==> src/rtl/ttl_pkg.sv <==
// Shared constants for the synchronous TTL chip models.
package ttl_pkg;

    localparam int unsigned TTL_SYNC_DEFAULT = 2;

    // Active-low control pins and clock pins rest high; data pins rest low.
    localparam logic TTL_CTRL_INACTIVE = 1'b1;
    localparam logic TTL_DATA_RESET    = 1'b0;

endpackage

==> src/rtl/ttl_pin_sync.sv <==
// Parametric flop chain bringing chip pins into the system clock domain.
module ttl_pin_sync
    import ttl_pkg::*;
#(
    parameter int unsigned       STAGES    = TTL_SYNC_DEFAULT,
    parameter int unsigned       WIDTH     = 1,
    parameter logic [WIDTH-1:0]  RESET_VAL = '0
) (
    input  logic             clk,
    input  logic             reset,
    input  logic [WIDTH-1:0] din,
    output logic [WIDTH-1:0] dout
);

    generate
        if (STAGES == 0) begin : g_direct
            // Pass-through: clock and reset are intentionally unused here.
            logic unused_ok;
            assign unused_ok = ^{clk, reset};
            assign dout      = din;
        end else begin : g_chain
            logic [WIDTH-1:0] stage_q [STAGES];

            always_ff @(posedge clk) begin
                if (reset) begin
                    for (int unsigned i = 0; i < STAGES; i++) begin
                        stage_q[i] <= RESET_VAL;
                    end
                end else begin
                    stage_q[0] <= din;
                    for (int unsigned i = 1; i < STAGES; i++) begin
                        stage_q[i] <= stage_q[i-1];
                    end
                end
            end

            assign dout = stage_q[STAGES-1];
        end
    endgenerate

endmodule

==> src/rtl/ttl_74165_sync.sv <==
// Synchronous 74165 parallel-in/serial-out shift register driven by an edge-detected pin clock.
module ttl_74165_sync
    import ttl_pkg::*;
#(
    parameter int unsigned WIDTH       = 8,
    parameter int unsigned SYNC_STAGES = TTL_SYNC_DEFAULT
) (
    input  logic             clk,
    input  logic             reset,
    input  logic             SH_LD_n,
    input  logic             CLK,
    input  logic             CLK_INH,
    input  logic             SER,
    input  logic [WIDTH-1:0] P,
    output logic             Q_H,
    output logic             Q_H_n
);

    logic             sh_ld_n_s;
    logic             clk_s;
    logic             clk_inh_s;
    logic             ser_s;
    logic [WIDTH-1:0] p_s;

    logic             g;
    logic             g_prev;
    logic             rise;
    logic [WIDTH-1:0] sr;

    ttl_pin_sync #(
        .STAGES    (SYNC_STAGES),
        .WIDTH     (1),
        .RESET_VAL (TTL_CTRL_INACTIVE)
    ) u_sync_ld (
        .clk   (clk),
        .reset (reset),
        .din   (SH_LD_n),
        .dout  (sh_ld_n_s)
    );

    ttl_pin_sync #(
        .STAGES    (SYNC_STAGES),
        .WIDTH     (1),
        .RESET_VAL (TTL_CTRL_INACTIVE)
    ) u_sync_clk (
        .clk   (clk),
        .reset (reset),
        .din   (CLK),
        .dout  (clk_s)
    );

    ttl_pin_sync #(
        .STAGES    (SYNC_STAGES),
        .WIDTH     (1),
        .RESET_VAL (TTL_CTRL_INACTIVE)
    ) u_sync_inh (
        .clk   (clk),
        .reset (reset),
        .din   (CLK_INH),
        .dout  (clk_inh_s)
    );

    ttl_pin_sync #(
        .STAGES    (SYNC_STAGES),
        .WIDTH     (WIDTH + 1),
        .RESET_VAL ({(WIDTH + 1){TTL_DATA_RESET}})
    ) u_sync_data (
        .clk   (clk),
        .reset (reset),
        .din   ({SER, P}),
        .dout  ({ser_s, p_s})
    );

    // The chip clocks on the OR of CLK and CLK_INH, so inhibit edges count too.
    assign g    = clk_s | clk_inh_s;
    assign rise = g & ~g_prev;

    always_ff @(posedge clk) begin
        if (reset) begin
            sr     <= '0;
            g_prev <= 1'b1;
        end else begin
            g_prev <= g;
            if (!sh_ld_n_s) begin
                sr <= p_s;
            end else if (rise) begin
                sr <= {sr[WIDTH-2:0], ser_s};
            end
        end
    end

    assign Q_H   = sr[WIDTH-1];
    assign Q_H_n = ~sr[WIDTH-1];

endmodule

==> config.mk <==
export PLATFORM = sky130hd
export DESIGN_NAME = ttl_74165_sync
export DESIGN_NICKNAME = d
export VERILOG_FILES = /design/src/rtl/ttl_pkg.sv /design/src/rtl/ttl_pin_sync.sv /design/src/rtl/ttl_74165_sync.sv
export SDC_FILE = /design/constraint.sdc
export NUM_CORES = 1
export LEC_CHECK = 0
export CAP_MARGIN = 25
export CELL_PAD_IN_SITES_DETAIL_PLACEMENT = 0
export CELL_PAD_IN_SITES_GLOBAL_PLACEMENT = 1
export CORE_MARGIN = 5
export CORE_UTILIZATION = 53
export CTS_BUF_LIST = sky130_fd_sc_hd__clkbuf_2 sky130_fd_sc_hd__clkbuf_4 sky130_fd_sc_hd__clkbuf_8
export DETAILED_ROUTE_END_ITERATION = 16
export DONT_BUFFER_PORTS = 1
export GPL_ROUTABILITY_DRIVEN = 0
export GPL_TIMING_DRIVEN = 0
export PLACE_DENSITY_LB_ADDON = 0.08
export SLEW_MARGIN = 0
export SYNTH_ARGS = -nofsm -noshare
export SYNTH_HDL_FRONTEND = slang
export SYNTH_SLANG_ARGS = --single-unit
==> constraint.sdc <==
create_clock -name clk -period 1.7 [get_ports clk]
set_input_delay 0.085 -clock clk [delete_from_list [all_inputs] [get_ports clk]]
set_output_delay 0.085 -clock clk [all_outputs]
set_load 0.05 [all_outputs]
==> metrics.cfg <==
[status]
status=finished, final reports clean

[timing]
setup_slack_ps=265
fin_crit_sh_pct=84.4
max_freq_mhz=697
slew_headroom_pct=64.5
worst-slew-pin-transition_ps=532
skew_ps=3.20
setup_viol_count_final=0
rsz0062_at_grt=false
slew_violations=0
finalSetupTns_ps=0
fin_crit_ps=1440
finalHoldViolations=0

[critical_path]
crit_path_start_kind=flip-flop
cp.buffers_inverters=1
path_max_fanout=3
crit_required_ps=1620
slowest_stage=dfxtp_1
cp-end-kind=primary output
critPathKind=flip-flop to primary output
critPathTopFamily=flip-flops
worstPathArrival_ps=1350
path_cells=inv_1
max_stage_delay_ps=670

[global_route]
antenna_found_initial=0
grtUsageTotal_pct=13.2
grt_pass1_wl_mm=2.63
gr-total-overflow=0
grt_max_degree=11
grt_pass1_vias=648

[cts]
post_cts_buffers=0
cts_buffers=5
cts_max_level=2
cts_tree=built
clock_path_buffers=2
clkTransAtPathRegs_ps=90
clockRootBuffer=clkbuf_4
ctsResizeCount=0
clk_latency_ps=310
postCtsHoldBufs=13
cts.sinks=33

[floorplanning]
die_h_um=54.3
dieWidth_um=54.3
fp.dieArea_sq_um=2940
core-area_sq_um=1920
row_count=16
start_util_pct=54.0
pin_count=16

[placed_design]
portBuffers=0
postPlaceCellArea_sq_um=1070
hpwl_um=968
pre_cts_ws_ps=592
dp_cells=126

[yosys]
netlist_instances=99
synth_nets=113
synth_warnings=0
avgSynthCellArea_sq_um=10.5
synth_seq_cells=33
ys_types=14
synth-seq-area-share_pct=63.6
netlist_area_sq_um=1040

[finish]
nets=133
drive_above_1_share_pct=15.8
final_common_cell=dfxtp_1
final_cell_area_sq_um=1270
fillers=166
syn2layout_area_growth_pct=22.5
fin_cells=147
multi_input_area_sq_um=339
num_antenna_cells=0
final_cell_mix=dfxtp_1 (33), nor2b_1 (18), nand2_1 (16)
seqCellArea_sq_um=661

[power_and_ir_drop]
powerDensity_nw_per_um2=1080
ir_drop_v=0.000749
leakage_nw=0.486

[drt]
drc=0
vias_per_cell=4.52
detail-route-antenna-nets=0
drtIter0Drc=8
vias=664
wirelength_mm=1.50
wl_per_cell_um=10.2
dr.pass1.iters=4

[job]
max_cap_viol_count=0

[hold_path]
hold_class=primary input to flip-flop

-- routing by layer --
layer | part of all wire [%] | wire length (um) | global-route usage (%) | vias to the layer above
met1 | 47 | 700 | 14.4 | 279
met3 | 7.4 | 111 | 6.81 | 5
met4 | 1.9 | 29 | 8.71 | 0
met5 | 0 | 0 | 0 | -
met2 | 44 | 661 | 19.9 | 17
li1 | - | - | - | 363
-- through the flow --
stage | power (mW) | util (%) | hold WS, ps
floorplan | 0.887 | - | 157
global placement | 0.896 | 55.8 | 159
detailed placement | 0.898 | 55.8 | 161
CTS | 1.39 | 66.2 | 108
global route | 1.44 | 66.2 | 122
finish | 1.38 | 66.2 | 109
-- path summary, 6_finish.rpt --
path	slack (ps)	cells after the start	from	endpoint
max reg2reg	600	2	sr[7]	sr[7]
min reg2reg	410	1	u_sync_clk.g_chain.stage_q[0][0]	u_sync_clk.g_chain.stage_q[0][1]
max	260	1	sr[7]	Q_H_n
min	110	2	reset	u_sync_data.g_chain.stage_q[0][11]
-- state kept, by name, indices dropped and copies added (netlist names) --
register                     flops
sr                               8
g_prev                           1
u_sync_data.g_chain.stage_q     18
u_sync_inh.g_chain.stage_q       2
u_sync_clk.g_chain.stage_q       2
u_sync_ld.g_chain.stage_q        2
-- logic make-up after synthesis --
kind of cell / share of synthesized area, %
buffers and inverters: 3.73
AOI/OAI and AO/OA: 8.80
DFF: 63.6
and+or+nand+nor: 23.9
-- power breakdown --
group,internal [mW],switching [mW]
Clock,0.240,0.237
Combinational,0.0454,0.0338
Sequential,0.809,0.0152
Total,1.09,0.286
-- cells in the mapped netlist --
| library cell | instances | area, sq um |
|---|---|---|
| dfxtp_1 | 33 | 661 |
| nor2b_1 | 18 | 113 |
| nand2_1 | 16 | 60.1 |
| a311oi_1 | 8 | 70.1 |
| nor2_1 | 8 | 30.0 |
| or2_2 | 6 | 37.5 |
| clkbuf_1 | 3 | 11.3 |
| buf_6 | 1 | 11.3 |
| clkbuf_2 | 1 | 5.00 |
| clkbuf_4 | 1 | 7.51 |
| inv_1 | 1 | 3.75 |
| o21ba_1 | 1 | 10.0 |
| o21bai_2 | 1 | 11.3 |
| or3_2 | 1 | 7.51 |
-- area by class of cell --
type / instances / share of cell area (%)
sequential: 33 / 51.9
multi-input combinational: 59 / 26.6
timing repair buffer: 13 / 10.2
clock buffer: 7 / 5.11
buffer: 6 / 2.75
tap: 27 / 2.65
clock inverter: 1 / 0.393
inverter: 1 / 0.295
(Power assumes the default switching activity.)
